`config.mk`:
```
export PLATFORM = sky130hd
export DESIGN_NAME = fc_partition_init_seq
export DESIGN_NICKNAME = d
export VERILOG_FILES = /design/src/rtl/lc_ctrl_pkg.sv /design/src/rtl/fc_init_seq_pkg.sv /design/src/rtl/fc_init_timeout_cnt.sv /design/src/rtl/fc_partition_init_seq.sv
export SDC_FILE = /design/constraint.sdc
export NUM_CORES = 1
export LEC_CHECK = 0
export ABC_AREA = 1
export CORE_MARGIN = 1
export CORE_UTILIZATION = 46
export DETAILED_ROUTE_END_ITERATION = 16
export PLACE_DENSITY = 0.74
export SKIP_LAST_GASP = 1
export SYNTH_ARGS = -nofsm -noshare
export SYNTH_HDL_FRONTEND = slang
export SYNTH_HIERARCHICAL = 1
export SYNTH_SLANG_ARGS = --single-unit
```
`constraint.sdc`:
```
create_clock -name core_clk -period 1.7 [get_ports core_clk]
set_clock_uncertainty 0.15 [all_clocks]
set_input_delay 0.51 -clock core_clk [delete_from_list [all_inputs] [get_ports core_clk]]
set_output_delay 0.51 -clock core_clk [all_outputs]
set_load 0.05 [all_outputs]
```
`src/rtl/lc_ctrl_pkg.sv`:
```
// Life-cycle controller multi-bit signal encoding shared with the fuse controller.
// Only Off means deasserted; every other pattern is treated as asserted by consumers.
package lc_ctrl_pkg;

   typedef enum logic [3:0] {
      On  = 4'b0101,
      Off = 4'b1010
   } lc_tx_t;

endpackage

```
`src/rtl/fc_init_seq_pkg.sv`:
```
// Shared types and helpers for the fuse-controller partition init sequencer.
package fc_init_seq_pkg;

   typedef enum logic [1:0] {
      StIdle,
      StWait,
      StDone,
      StError
   } fc_init_state_e;

   typedef enum logic [1:0] {
      NoErr    = 2'd0,
      PartErr  = 2'd1,
      Timeout  = 2'd2,
      Escalate = 2'd3
   } fc_init_err_e;

   // Corrupted multi-bit encodings must count as escalation, so only exact Off passes.
   function automatic logic lc_tx_is_off(lc_ctrl_pkg::lc_tx_t val);
      return val == lc_ctrl_pkg::Off;
   endfunction

endpackage

```
`src/rtl/fc_init_timeout_cnt.sv`:
```
// Saturating watchdog counter with synchronous clear; expired is high once the
// count has reached MAX_COUNT and stays there until cleared.
module fc_init_timeout_cnt #(
   parameter int unsigned MAX_COUNT = 1023,
   localparam int unsigned CNT_W = (MAX_COUNT > 0) ? $clog2(MAX_COUNT + 1) : 1
) (
   input  logic clock,
   input  logic reset,
   input  logic clr,
   input  logic en,
   output logic expired
);

   logic [CNT_W-1:0] count_q;

   always_ff @(posedge clock) begin
      if (reset) begin
         count_q <= '0;
      end else if (clr) begin
         count_q <= '0;
      end else if (en && !expired) begin
         count_q <= count_q + CNT_W'(1);
      end
   end

   assign expired = (count_q == CNT_W'(MAX_COUNT));

endmodule

```
`src/rtl/fc_partition_init_seq.sv`:
```
// Walks the OTP partitions in index order with a request/done handshake and a
// per-partition timeout, then signals valid life-cycle data or a latched abort cause.
module fc_partition_init_seq
   import fc_init_seq_pkg::*;
#(
   parameter int unsigned NUM_PARTITIONS = 4,
   parameter int unsigned TIMEOUT_CYCLES = 1024,
   parameter int unsigned PART_IDX_W     = (NUM_PARTITIONS > 1) ? $clog2(NUM_PARTITIONS) : 1
) (
   input  logic                      core_clk,
   input  logic                      core_rst,
   input  logic                      fc_partition_init,
   input  lc_ctrl_pkg::lc_tx_t       lc_escalate_en_i,
   output logic [NUM_PARTITIONS-1:0] part_init_req_o,
   input  logic [NUM_PARTITIONS-1:0] part_init_done_i,
   input  logic [NUM_PARTITIONS-1:0] part_error_i,
   output logic                      otp_lc_data_o_valid,
   output logic                      init_error_o,
   output logic [1:0]                err_cause_o,
   output logic [PART_IDX_W-1:0]     err_part_idx_o,
   output logic                      busy_o
);

   localparam logic [PART_IDX_W-1:0] LAST_IDX = PART_IDX_W'(NUM_PARTITIONS - 1);

   fc_init_state_e              state_q, state_d;
   logic [PART_IDX_W-1:0]       idx_q, idx_d;
   logic [NUM_PARTITIONS-1:0]   req_q, req_d;
   logic                        valid_q, valid_d;
   logic                        error_q, error_d;
   fc_init_err_e                cause_q, cause_d;
   logic [PART_IDX_W-1:0]       err_idx_q, err_idx_d;
   logic                        busy_q;

   logic                        escalate;
   logic                        abort;
   fc_init_err_e                abort_cause;
   logic                        cnt_clr;
   logic                        cnt_en;
   logic                        cnt_expired;

   assign escalate = !lc_tx_is_off(lc_escalate_en_i);

   // The counter is held at zero outside WAIT and on every partition hand-over,
   // so each partition sees a fresh budget starting from its first WAIT cycle.
   fc_init_timeout_cnt #(
      .MAX_COUNT (TIMEOUT_CYCLES - 1)
   ) u_timeout_cnt (
      .clock   (core_clk),
      .reset   (core_rst),
      .clr     (cnt_clr),
      .en      (cnt_en),
      .expired (cnt_expired)
   );

   always_comb begin
      state_d     = state_q;
      idx_d       = idx_q;
      req_d       = req_q;
      valid_d     = valid_q;
      error_d     = error_q;
      cause_d     = cause_q;
      err_idx_d   = err_idx_q;
      cnt_clr     = 1'b1;
      cnt_en      = 1'b0;
      abort       = 1'b0;
      abort_cause = NoErr;

      unique case (state_q)
         StIdle: begin
            if (escalate) begin
               abort       = 1'b1;
               abort_cause = Escalate;
            end else if (fc_partition_init) begin
               state_d = StWait;
               idx_d   = '0;
               req_d   = NUM_PARTITIONS'(1);
            end
         end
         StWait: begin
            cnt_clr = 1'b0;
            cnt_en  = 1'b1;
            // Only the partition currently addressed may advance or abort the walk.
            if (escalate) begin
               abort       = 1'b1;
               abort_cause = Escalate;
            end else if (part_error_i[idx_q]) begin
               abort       = 1'b1;
               abort_cause = PartErr;
            end else if (part_init_done_i[idx_q]) begin
               cnt_clr = 1'b1;
               if (idx_q == LAST_IDX) begin
                  state_d = StDone;
                  req_d   = '0;
                  valid_d = 1'b1;
               end else begin
                  idx_d = idx_q + PART_IDX_W'(1);
                  req_d = req_q << 1;
               end
            end else if (cnt_expired) begin
               abort       = 1'b1;
               abort_cause = Timeout;
            end
         end
         StDone: begin
            if (escalate) begin
               abort       = 1'b1;
               abort_cause = Escalate;
            end
         end
         StError: begin
         end
         default: begin
            state_d = StIdle;
         end
      endcase

      if (abort) begin
         state_d   = StError;
         req_d     = '0;
         valid_d   = 1'b0;
         error_d   = 1'b1;
         cause_d   = abort_cause;
         err_idx_d = idx_q;
      end
   end

   always_ff @(posedge core_clk) begin
      if (core_rst) begin
         state_q   <= StIdle;
         idx_q     <= '0;
         req_q     <= '0;
         valid_q   <= 1'b0;
         error_q   <= 1'b0;
         cause_q   <= NoErr;
         err_idx_q <= '0;
         busy_q    <= 1'b0;
      end else begin
         state_q   <= state_d;
         idx_q     <= idx_d;
         req_q     <= req_d;
         valid_q   <= valid_d;
         error_q   <= error_d;
         cause_q   <= cause_d;
         err_idx_q <= err_idx_d;
         busy_q    <= (state_d == StWait);
      end
   end

   assign part_init_req_o     = req_q;
   assign otp_lc_data_o_valid = valid_q;
   assign init_error_o        = error_q;
   assign err_cause_o         = cause_q;
   assign err_part_idx_o      = err_idx_q;
   assign busy_o              = busy_q;

endmodule

```
# After elaboration in Yosys (flattened, before gate mapping)
# Index checks and enable logic that the tools add are counted.
# word_totals
regBits	25
in_bits	15
# op_classes
addsub	2
bitwise	1
order_cmp	1
reduce_logical	10
n_mux	43
n_eq_ne	12
# op_table
cell	n
two-way mux 2 bit	18
two-way mux 4 bit	6
two-way mux 1 bit	12
inequality test 2 bit (second input constant)	6
one-hot mux 2 bit (2 select lines)	3
adder 10 x 1 -> 10 bit (second input constant)	1
equality test 10 bit (second input constant)	1
one-hot mux 4 bit (2 select lines)	1
AND reduction 7 bit	1
AND reduction 6 bit	1
OR reduction 2 bit	3
AND reduction 5 bit	1
binary-select mux 1 bit (select 2 bit)	2
equality test 2 x 1 -> 1 bit (second input constant)	2
equality test 2 bit (second input constant)	2
equality test 4 bit (second input constant)	1
less-than comparator 2 x 3 -> 1 bit (second input constant)	1
adder 2 x 1 -> 2 bit (second input constant)	1
logical NOT 2 bit	1
one-hot mux 1 bit (2 select lines)	1
nonzero test 2 bit	1
logical AND 1 bit	1
logical NOT 1 bit	1
inverter 1 bit	1

# Longest topological paths before layout
# Gate-level depths: netlist (run 1).
# logic_depth
ltp_word	8
mapped_depth	11
ltp_nobuf	11

# By module
# Netlist (run 1), hierarchy kept.
# modules_own_cells
module	area_each_um2	cells_each	seq_area_each_um2	n_inst
fc_partition_init_seq	855.8	130	300.3	1
fc_init_timeout_cnt	566.8	84	200.2	1

# Least setup slack after synthesis (run 1)
# Ideal clock, no wire load.
# synth_path
path_type	input port to flip-flop
from	input lc_escalate_en_i[1]
to	register u_timeout_cnt.count_q[8]
arrival_time_ns	1.444
setup_time_ns	0.064
setup_slack_ns	0.041
stages	9
path_cell_list	nand2_1 > inv_1 > nand2_1 > inv_1 > nand2_4 > o21ai_0 > nor2_2 > o21ai_0 > nor2_1
# synth_via
elab_chain_len	4
# synth_lines
element	line	text
start: declaration	fc_partition_init_seq.sv:13	input lc_ctrl_pkg::lc_tx_t lc_escalate_en_i,
equality test 4 bit	fc_init_seq_pkg.sv:20	return val == lc_ctrl_pkg::Off;
two-way mux 1 bit	fc_partition_init_seq.sv:84	if (escalate) begin
two-way mux 1 bit	fc_partition_init_seq.sv:69	unique case (state_q)
named net cnt_clr	fc_partition_init_seq.sv:38	logic cnt_clr;
OR reduction 2 bit (no source line)	--	
end signal: assignment	fc_init_timeout_cnt.sv:22	count_q <= count_q + CNT_W'(1);
end: declaration	fc_init_timeout_cnt.sv:14	logic [CNT_W-1:0] count_q;
# The timed path passes the listed nets, and every way through them passes these cells.
# A chain may end at the register's enable or synchronous reset.

# Final worst setup path (run 1)
# layout_path
from	input part_init_done_i[1]
to	register req_q[0] (netlist: part_init_req_o[0])
# layout_via
elab_chain_len	7
# layout_lines
element	line	text
start: declaration	fc_partition_init_seq.sv:15	input logic [NUM_PARTITIONS-1:0] part_init_done_i,
binary-select mux 1 bit (select 2 bit) (*)	fc_partition_init_seq.sv:90	end else if (part_init_done_i[idx_q]) begin
two-way mux 1 bit (implied by the code) (*)	fc_partition_init_seq.sv:90	
two-way mux 1 bit	fc_partition_init_seq.sv:90	
two-way mux 1 bit	fc_partition_init_seq.sv:87	end else if (part_error_i[idx_q]) begin
two-way mux 1 bit	fc_partition_init_seq.sv:84	
one-hot mux 1 bit (2 select lines)	fc_partition_init_seq.sv:69	
OR reduction 2 bit (no source line)	--	
end signal: assignment	fc_partition_init_seq.sv:141	req_q <= req_d;
end: declaration	fc_partition_init_seq.sv:28	logic [NUM_PARTITIONS-1:0] req_q, req_d;
# Mark *: on every way between the ends. The rest lies on a longest branch, timed or not. The select of a mux whose other input is x is not followed.

==> reports/qor.txt, run 1 <==
OUTCOME
--------------------------------------------------------------------------------------------
Outcome                                                                            completed

DIE
--------------------------------------------------------------------------------------------
Die Y                                                                           57.6 microns
Top-level port count                                                                      26
Placement Rows                                                                            19
Floorplan die area                                                              0.00332 sq mm
Core Box Area                                                                   0.00285 sq mm
Starting density of the core                                                           0.499
Overall die width                                                               57.6 microns

YOSYS
--------------------------------------------------------------------------------------------
Flop and latch count out of synthesis                                                     25
Basic-gate share of the synthesized area counting and, or, nand and nor cells          0.472
Most used standard cell by instance count after synthesis                       sky130_fd_sc_hd__nand2_1
Number of synthesized flops with an enable pin                                             0
Most numerous cell types in the synthesized netlist                             56 x sky130_fd_sc_hd__nand2_1, 39 x sky130_fd_sc_hd__nor2_1, 25 x sky130_fd_sc_hd__dfxtp_1, 23 x sky130_fd_sc_hd__inv_1, 20 x sky130_fd_sc_hd__nand3_1
Proportion of register bits with asynchronous set or reset after synthesis                 0
Distinct cell type count after synthesis                                                  21
Cell area after synthesis                                                       0.00142 sq mm
Dominant combinational cell family by area after synthesis                      simple AND/OR/NAND/NOR gates
Avg Inst Size Synth                                                               6.65 sq um
Complex-gate fraction of the synthesized area                                         0.0836
Synth Area in Adders                                                                  0.0176
Share of the synthesized area in the top cell type                                     0.352
Seq/Total Area, Yosys                                                                  0.352
YS warnings                                                                                6
Cell accounting for the most synthesized area                                   sky130_fd_sc_hd__dfxtp_1
Cells after Synth                                                                        214
Total nets after synthesis                                                               231
Mux share of post-synthesis cell area                                                      0
Cells taking the most area after synthesis                                      sky130_fd_sc_hd__dfxtp_1 35%, sky130_fd_sc_hd__nand2_1 15%, sky130_fd_sc_hd__nor2_1 10%, sky130_fd_sc_hd__nand3_1 7.0%, sky130_fd_sc_hd__inv_1 6.1%
Xor/xnor share of the synthesized area                                                     0
Commonest register cell after synthesis                                         sky130_fd_sc_hd__dfxtp_1

WORST SETUP PATH
--------------------------------------------------------------------------------------------
Data arrival time of the critical path                                               1.72 ns
Most frequent cell on the critical path                                         sky130_fd_sc_hd__nand2_1
Required time at the endpoint of the critical path                                   1.79 ns
CP Buf/Inv Count                                                                           1
Beginning of the worst register-to-register path                                u_timeout_cnt/count_q[0]
CP max stage delay                                                                   0.45 ns
Kind of start point of the critical path                                           input pin
Number of cells on the critical path                                                      10
Slowest cell on the critical path                                               sky130_fd_sc_hd__clkdlybuf4s50_1
Crit path capture type                                                             flip-flop
FF-to-FF End                                                                    err_cause_o[0]
Crit-path max FO                                                                           6
Cells traversed along the worst timing path                                     clkdlybuf4s50_1 -> nand2_1 -> nand2_1 -> nand2_1 -> nand2_2 -> nand2_2 -> nand2_4 -> nand2_4 -> a21oi_1 -> nor2_2
Type of the worst setup path                                                    input pin to flip-flop
FF-to-FF setup slack                                                                 0.08 ns
R2r worst-path depth                                                                       9
Category of cells accounting for the largest share of critical-path delay       simple AND/OR/NAND/NOR gates

POWER AND IR DROP
--------------------------------------------------------------------------------------------
Net switching power                                                                 0.470 mW
Switching share of total power                                                         0.341
Worst supply voltage drop on vdd                                                  0.000403 V
Portion of total power attributed to combinational logic                               0.334
Clock network power share                                                              0.199
Pint                                                                                0.907 mW
Power density over the cells                                                     635 mW/mm^2
Leakage Power                                                                        1.02 nW
Sequential group share of total power                                                  0.467

CLOCK TREE
--------------------------------------------------------------------------------------------
Htree depth                                                                                1
Total CTS buffers                                                                          3
Clock tree from TritonCTS                                                               done
Clock sinks                                                                               25
Buffer type at the clock tree root                                              sky130_fd_sc_hd__clkbuf_4
Maximum count of clock buffers along a single path                                         2
Clock insertion delay at the later pin of the skew report                            0.32 ns
Worst-path clk slew                                                                  0.14 ns

LAYOUT
--------------------------------------------------------------------------------------------
Layout overhead on the synthesized area                                                52.4%
Inserted Diodes                                                                            0
Total Nets Final                                                                         281
Share of final-layout standard cells stronger than drive strength 1                    0.331
Summed area of non-filler cells in the final layout                             0.00217 sq mm
Post-layout instance count excluding filler cells                                        294
End-of-flow core utilization                                                           0.760

ROUTING
--------------------------------------------------------------------------------------------
Total via count after detailed routing                                                  1453
Detailed Routing Iterations Pass 1                                                         4
Detailed Route WL                                                               3410 microns
Final routed wire length divided by cell count                                  11.6 microns
Remaining routing DRC violations                                                           0
Antenna Violating Nets Remaining                                                           0
Detailed router's first-iteration violation count                                         61
Vias per Instance                                                                       4.94

PLACE
--------------------------------------------------------------------------------------------
Input/output buffers                                                                      25
Placed instance count                                                                    287
Cell Area, Placed                                                               0.00196 sq mm
DP HPWL                                                                         2380 microns
GP Congestion                                                                          0.863

TIMING
--------------------------------------------------------------------------------------------
Timing-limited maximum frequency                                                   0.613 GHz
Final-report setup violation count                                                         0
Minimum clock period                                                                 1.63 ns
Number of failing hold endpoints at the final stage                                        0
Slew HR                                                                                0.796
Actual slew at the worst max-slew pin                                               0.305 ns
Final max-slew violation count                                                             0
Final clock period utilization by the worst path                                       0.960
RSZ-0062 raised after global routing                                                    true

GLOBAL ROUTE
--------------------------------------------------------------------------------------------
Wire length of the first global-routing pass                                    5320 microns
Residual overflow from global routing                                                      0
GR met2 Demand/Resource                                                                0.355
Met1 track demand over resource in global routing                                      0.274
Pin count of the biggest net entering global routing                                      15
All-Layer GR Usage                                                                     0.206
Routing layer with the top usage in global route                                        met2
Met3 layer usage reported by global route                                             0.0268
Vias in the first global route                                                          1284
Initial antenna violation count                                                            0

WORST HOLD PATH
--------------------------------------------------------------------------------------------
Path class of the lowest-slack min-delay path                                   flip-flop to flip-flop
Startpoint of the worst hold path                                               part_init_req_o[3]
Worst Hold Depth                                                                           2
Worst-case hold path end point                                                  part_init_req_o[3]

JOB
--------------------------------------------------------------------------------------------
Number of maximum-capacitance constraint violations                                        0

-- power groups by stage --
stage,logic [mW],registers (mW),clock network [mW]
after floorplan,0.178,0.696,0
after global placement,0.399,0.653,0
after detailed placement,0.403,0.653,0
after CTS,0.417,0.641,0.284
after global routing,0.498,0.648,0.314
final,0.459,0.643,0.274
-- metrics by stage --
| step | hold slack [ns] | setup TNS (ns) | power, mW | worst slack [ns] |
|---|---|---|---|---|
| after global placement | 0.332 | -8.04 | 1.05 | -0.371 |
| after detailed placement | 0.353 | -8.61 | 1.06 | -0.398 |
| after floorplan | 0.308 | 0 | 0.874 | 0.0415 |
| after CTS | 0.384 | -0.0204 | 1.34 | -0.0187 |
| after global routing | 0.401 | -0.159 | 1.46 | -0.0518 |
| final | 0.374 | 0 | 1.38 | 0.0675 |
-- how the worst max path moves through the flow --
stage / start / endpoint / slack (ns)
2_1_floorplan: lc_escalate_en_i[1] / u_timeout_cnt/count_q[8] / 0.04
3_3_place_gp: lc_escalate_en_i[1] / busy_o / -0.37
3_5_place_dp: lc_escalate_en_i[1] / busy_o / -0.40
4_1_cts: lc_escalate_en_i[1] / busy_o / -0.02
5_1_grt: u_timeout_cnt/count_q[0] / err_cause_o[1] / -0.05
6_report: part_init_done_i[1] / part_init_req_o[0] / 0.07
-- cell families after synthesis --
logic type      count (synthesis)
compound gates                 23
fa+ha+maj                       2
buf+inv                        26
flops                          25
simple gates                  138
-- routing by layer --
metal | up-vias | share of wire
met5 | - | 0
met3 | 7 | 0.024
met2 | 27 | 0.49
li1 | 776 | -
met4 | 0 | 0.015
met1 | 643 | 0.47
-- sequential cells by signal, summed over array words and instances (netlist names) --
signal                 count
busy_o                     1
err_cause_o                2
err_part_idx_o             2
idx_q                      2
init_error_o               1
otp_lc_data_o_valid        1
part_init_req_o            4
state_q                    2
u_timeout_cnt/count_q     10
-- worst min-delay path: stages, from the launching register on --
cell	delay, ns
sky130_fd_sc_hd__dfxtp_1	0.37
sky130_fd_sc_hd__nand2_1	0.09
sky130_fd_sc_hd__a21oi_2	0.04
-- repair_timing --
item	CTS	global route
setup endpoints to repair	18	24
pin swaps	4	27
hold buffers	0	0
setup buffers	1	2
resized for setup	10	43
-- cells in the final DEF (no fill, tap or decap), types with 4 or more instances in the layout --
cell type and count:
sky130_fd_sc_hd__a21oi_1 13, sky130_fd_sc_hd__nor2_1 30, sky130_fd_sc_hd__buf_12 12, sky130_fd_sc_hd__nor2_2 9, sky130_fd_sc_hd__nand2_2 9, sky130_fd_sc_hd__nand2_1 49, sky130_fd_sc_hd__nand2_4 7, sky130_fd_sc_hd__dfxtp_1 21
sky130_fd_sc_hd__dfxtp_2 4, sky130_fd_sc_hd__nand3_1 16, sky130_fd_sc_hd__nor2_4 5, sky130_fd_sc_hd__dlymetal6s2s_1 10, sky130_fd_sc_hd__o21ai_1 5, sky130_fd_sc_hd__nand3_2 5, sky130_fd_sc_hd__inv_1 20, sky130_fd_sc_hd__buf_4 18
sky130_fd_sc_hd__clkdlybuf4s50_1 4
-- layout make-up --
| cell class | count | area (sq um) |
|---|---|---|
| multi-input combinational | 163 | 930 |
| clock inverter | 1 | 5.00 |
| fill | 206 | 684 |
| tap | 31 | 38.8 |
| inverter | 24 | 92.6 |
| timing repair buffer | 47 | 574 |
| clock buffer | 3 | 22.5 |
| sequential | 25 | 505 |
(Power assumes the default switching activity.)
==> run 2, diff against run 1 <==
- CORE_MARGIN: 1 -> 2
==> run 2 against run 1 <==
Net effect:
- non-clock buffer count rose by 4
- clock-buffer cell count unchanged
- critical path depth shrank 2
- first-iteration DRC count up 11%
- die area increased by 7.1%
- combinational power rose by 6.5%
- sequential share of layout area fell by 0.94 points
- maximum frequency fell by 3.3%
- critical endpoint is now part_init_req_o[3]
- largest power group unchanged
- power up 3.3%
- via count is 4.1% higher
- cell area up 4.2%
==> reports/qor.txt, run 2 (same netlist as run 1, synthesis figures left out) <==
OUTCOME
----------------------------------------------------------------------------------------
Outcome                                                                        completed

DIE
----------------------------------------------------------------------------------------
Top-level port count                                                                  26
Core Box Area                                                               0.00300 sq mm
Floorplan die area                                                          0.00355 sq mm
Die Y                                                                       59.6 microns
Starting density of the core                                                       0.474
Placement Rows                                                                        20
Overall die width                                                           59.6 microns

PLACE
----------------------------------------------------------------------------------------
Input/output buffers                                                                  25
Placed instance count                                                                291
DP HPWL                                                                     2520 microns
GP Congestion                                                                      0.847
Cell Area, Placed                                                           0.00197 sq mm

CLOCK TREE
----------------------------------------------------------------------------------------
Quantity of hold-fixing buffers added after cts                                        0
Worst-path clk slew                                                              0.14 ns
Maximum count of clock buffers along a single path                                     2
Total CTS buffers                                                                      3
Clock insertion delay at the later pin of the skew report                        0.34 ns
Clock tree from TritonCTS                                                           done
Htree depth                                                                            1
Clock sinks                                                                           25
Buffer type at the clock tree root                                          sky130_fd_sc_hd__clkbuf_4

LAYOUT
----------------------------------------------------------------------------------------
Post-layout instance count excluding filler cells                                    300
Largest register by flop count                                              u_timeout_cnt/count_q
Summed area of non-filler cells in the final layout                         0.00226 sq mm
Flip-flop count of the largest register after layout                                  10
Inserted Diodes                                                                        0
Layout overhead on the synthesized area                                            58.8%
Most frequent cells in the layout                                           48 x sky130_fd_sc_hd__nand2_1, 31 x sky130_fd_sc_hd__nor2_1, 24 x sky130_fd_sc_hd__buf_4
Total Nets Final                                                                     285
Most frequent standard cell in the layout excluding fill and tap cells      sky130_fd_sc_hd__nand2_1
Share of final-layout standard cells stronger than drive strength 1                0.356

ROUTING
----------------------------------------------------------------------------------------
Antenna Violating Nets Remaining                                                       0
Detailed Route WL                                                           3710 microns
Vias per Instance                                                                   5.04
Remaining routing DRC violations                                                       0
Total via count after detailed routing                                              1512
Detailed Routing Iterations Pass 1                                                     4
Final routed wire length divided by cell count                              12.4 microns
Detailed router's first-iteration violation count                                     68

GLOBAL ROUTE
----------------------------------------------------------------------------------------
Wire length of the first global-routing pass                                5490 microns
Initial antenna violation count                                                        0
Residual overflow from global routing                                                  0
All-Layer GR Usage                                                                 0.205
Pin count of the biggest net entering global routing                                  15
Vias in the first global route                                                      1390

POWER AND IR DROP
----------------------------------------------------------------------------------------
Total Power Consumption                                                          1.42 mW
Leakage Power                                                                    1.09 nW
Worst supply voltage drop on vdd                                              0.000548 V
Power density over the cells                                                 629 mW/mm^2

WORST HOLD PATH
----------------------------------------------------------------------------------------
Worst Hold Depth                                                                       2
Path class of the lowest-slack min-delay path                               flip-flop to flip-flop

TIMING
----------------------------------------------------------------------------------------
Slew HR                                                                            0.781
Final clock period utilization by the worst path                                   0.993
Number of failing hold endpoints at the final stage                                    0
Final max-slew violation count                                                         0
Actual slew at the worst max-slew pin                                           0.328 ns
Worst hold margin                                                               0.379 ns
RSZ-0062 raised after global routing                                                true
Summed negative setup slack over all endpoints                                      0 ns
Final-report setup violation count                                                     0
Timing-limited maximum frequency                                               0.592 GHz
Minimum clock period                                                             1.69 ns

WORST SETUP PATH
----------------------------------------------------------------------------------------
Crit-path max FO                                                                       5
Data arrival time of the critical path                                           1.82 ns
Most frequent cell on the critical path                                     sky130_fd_sc_hd__nand2_4
Category of cells accounting for the largest share of critical-path delay     flip-flops
Crit path capture type                                                         flip-flop
Cells traversed along the worst timing path                                 nor2_4 -> buf_4 -> buf_4 -> nand2_4 -> nand2_4 -> nor2_4 -> nand2_4 -> a21oi_2
Kind of start point of the critical path                                       flip-flop
R2r worst-path depth                                                                   8
CP Buf/Inv Count                                                                       2
CP max stage delay                                                               0.53 ns
Number of cells on the critical path                                                   8
Type of the worst setup path                                                flip-flop to flip-flop
Required time at the endpoint of the critical path                               1.83 ns
Slowest cell on the critical path                                           sky130_fd_sc_hd__dfxtp_1

JOB
----------------------------------------------------------------------------------------
Number of maximum-capacitance constraint violations                                    0

## run 2: cell types whose count changed in the layout (fill, tap and decap cells not counted), moves of 2 or more
| cell | change |
|---|---|
| sky130_fd_sc_hd__buf_4 | +6 |
| sky130_fd_sc_hd__nor2_2 | -5 |
| sky130_fd_sc_hd__nor2_4 | +4 |
| sky130_fd_sc_hd__nand2_4 | +3 |
| sky130_fd_sc_hd__o21ai_1 | -3 |
| sky130_fd_sc_hd__buf_6 | -2 |
| sky130_fd_sc_hd__nand2_2 | -2 |
## run 2: area by class of cell
type	count	area, sq um
clock buffers	3	22.5
clock inverters	1	5.00
fillers	208	743
inverters	24	92.6
multi-input cells	163	993
flip-flops and latches	25	505
well taps	33	41.3
repair buffers	51	599
## run 2: metrics by stage
stage | setup WS (ns) | utilization
2_1_floorplan | 0.0415 | -
3_3_place_gp | -0.360 | 0.655
3_5_place_dp | -0.387 | 0.655
4_1_cts | -0.00294 | 0.670
5_1_grt | -0.0521 | 0.753
6_report | 0.0116 | 0.753
## run 2: path summary, 6_finish.rpt
kind / from / end / slack [ns]
hold / removal: part_init_req_o[3] / part_init_req_o[3] / 0.38
setup reg to reg: state_q[1] / part_init_req_o[3] / 0.01
setup / recovery: state_q[1] / part_init_req_o[3] / 0.01
hold reg to reg: part_init_req_o[3] / part_init_req_o[3] / 0.38
## run 2: power breakdown
group          total, mW  switching, mW  internal (mW)
combinational      0.489          0.269          0.220
sequential         0.646         0.0320          0.614
clock              0.288          0.199         0.0887
## run 2: metal layers
layer	up-vias	GRT usage	routed length, microns
li1	783	-	-
met1	692	0.211	1560
met2	31	0.389	1970
met3	6	0.0546	116
met4	0	0.0762	68
met5	-	0	0
## run 2: timing repair
item                                    in CTS  in global routing
pin swaps                                    2                 35
endpoints found under the setup margin      11                 25
resized for setup                            9                 54
buffers inserted                             1                  5
## run 2: worst register-to-register path: cells and delay by family (launching register included)
family          cells  cell delay (ns)
flops               1             0.53
simple gates        5             0.52
buf+inv             2             0.32
compound gates      1             0.12
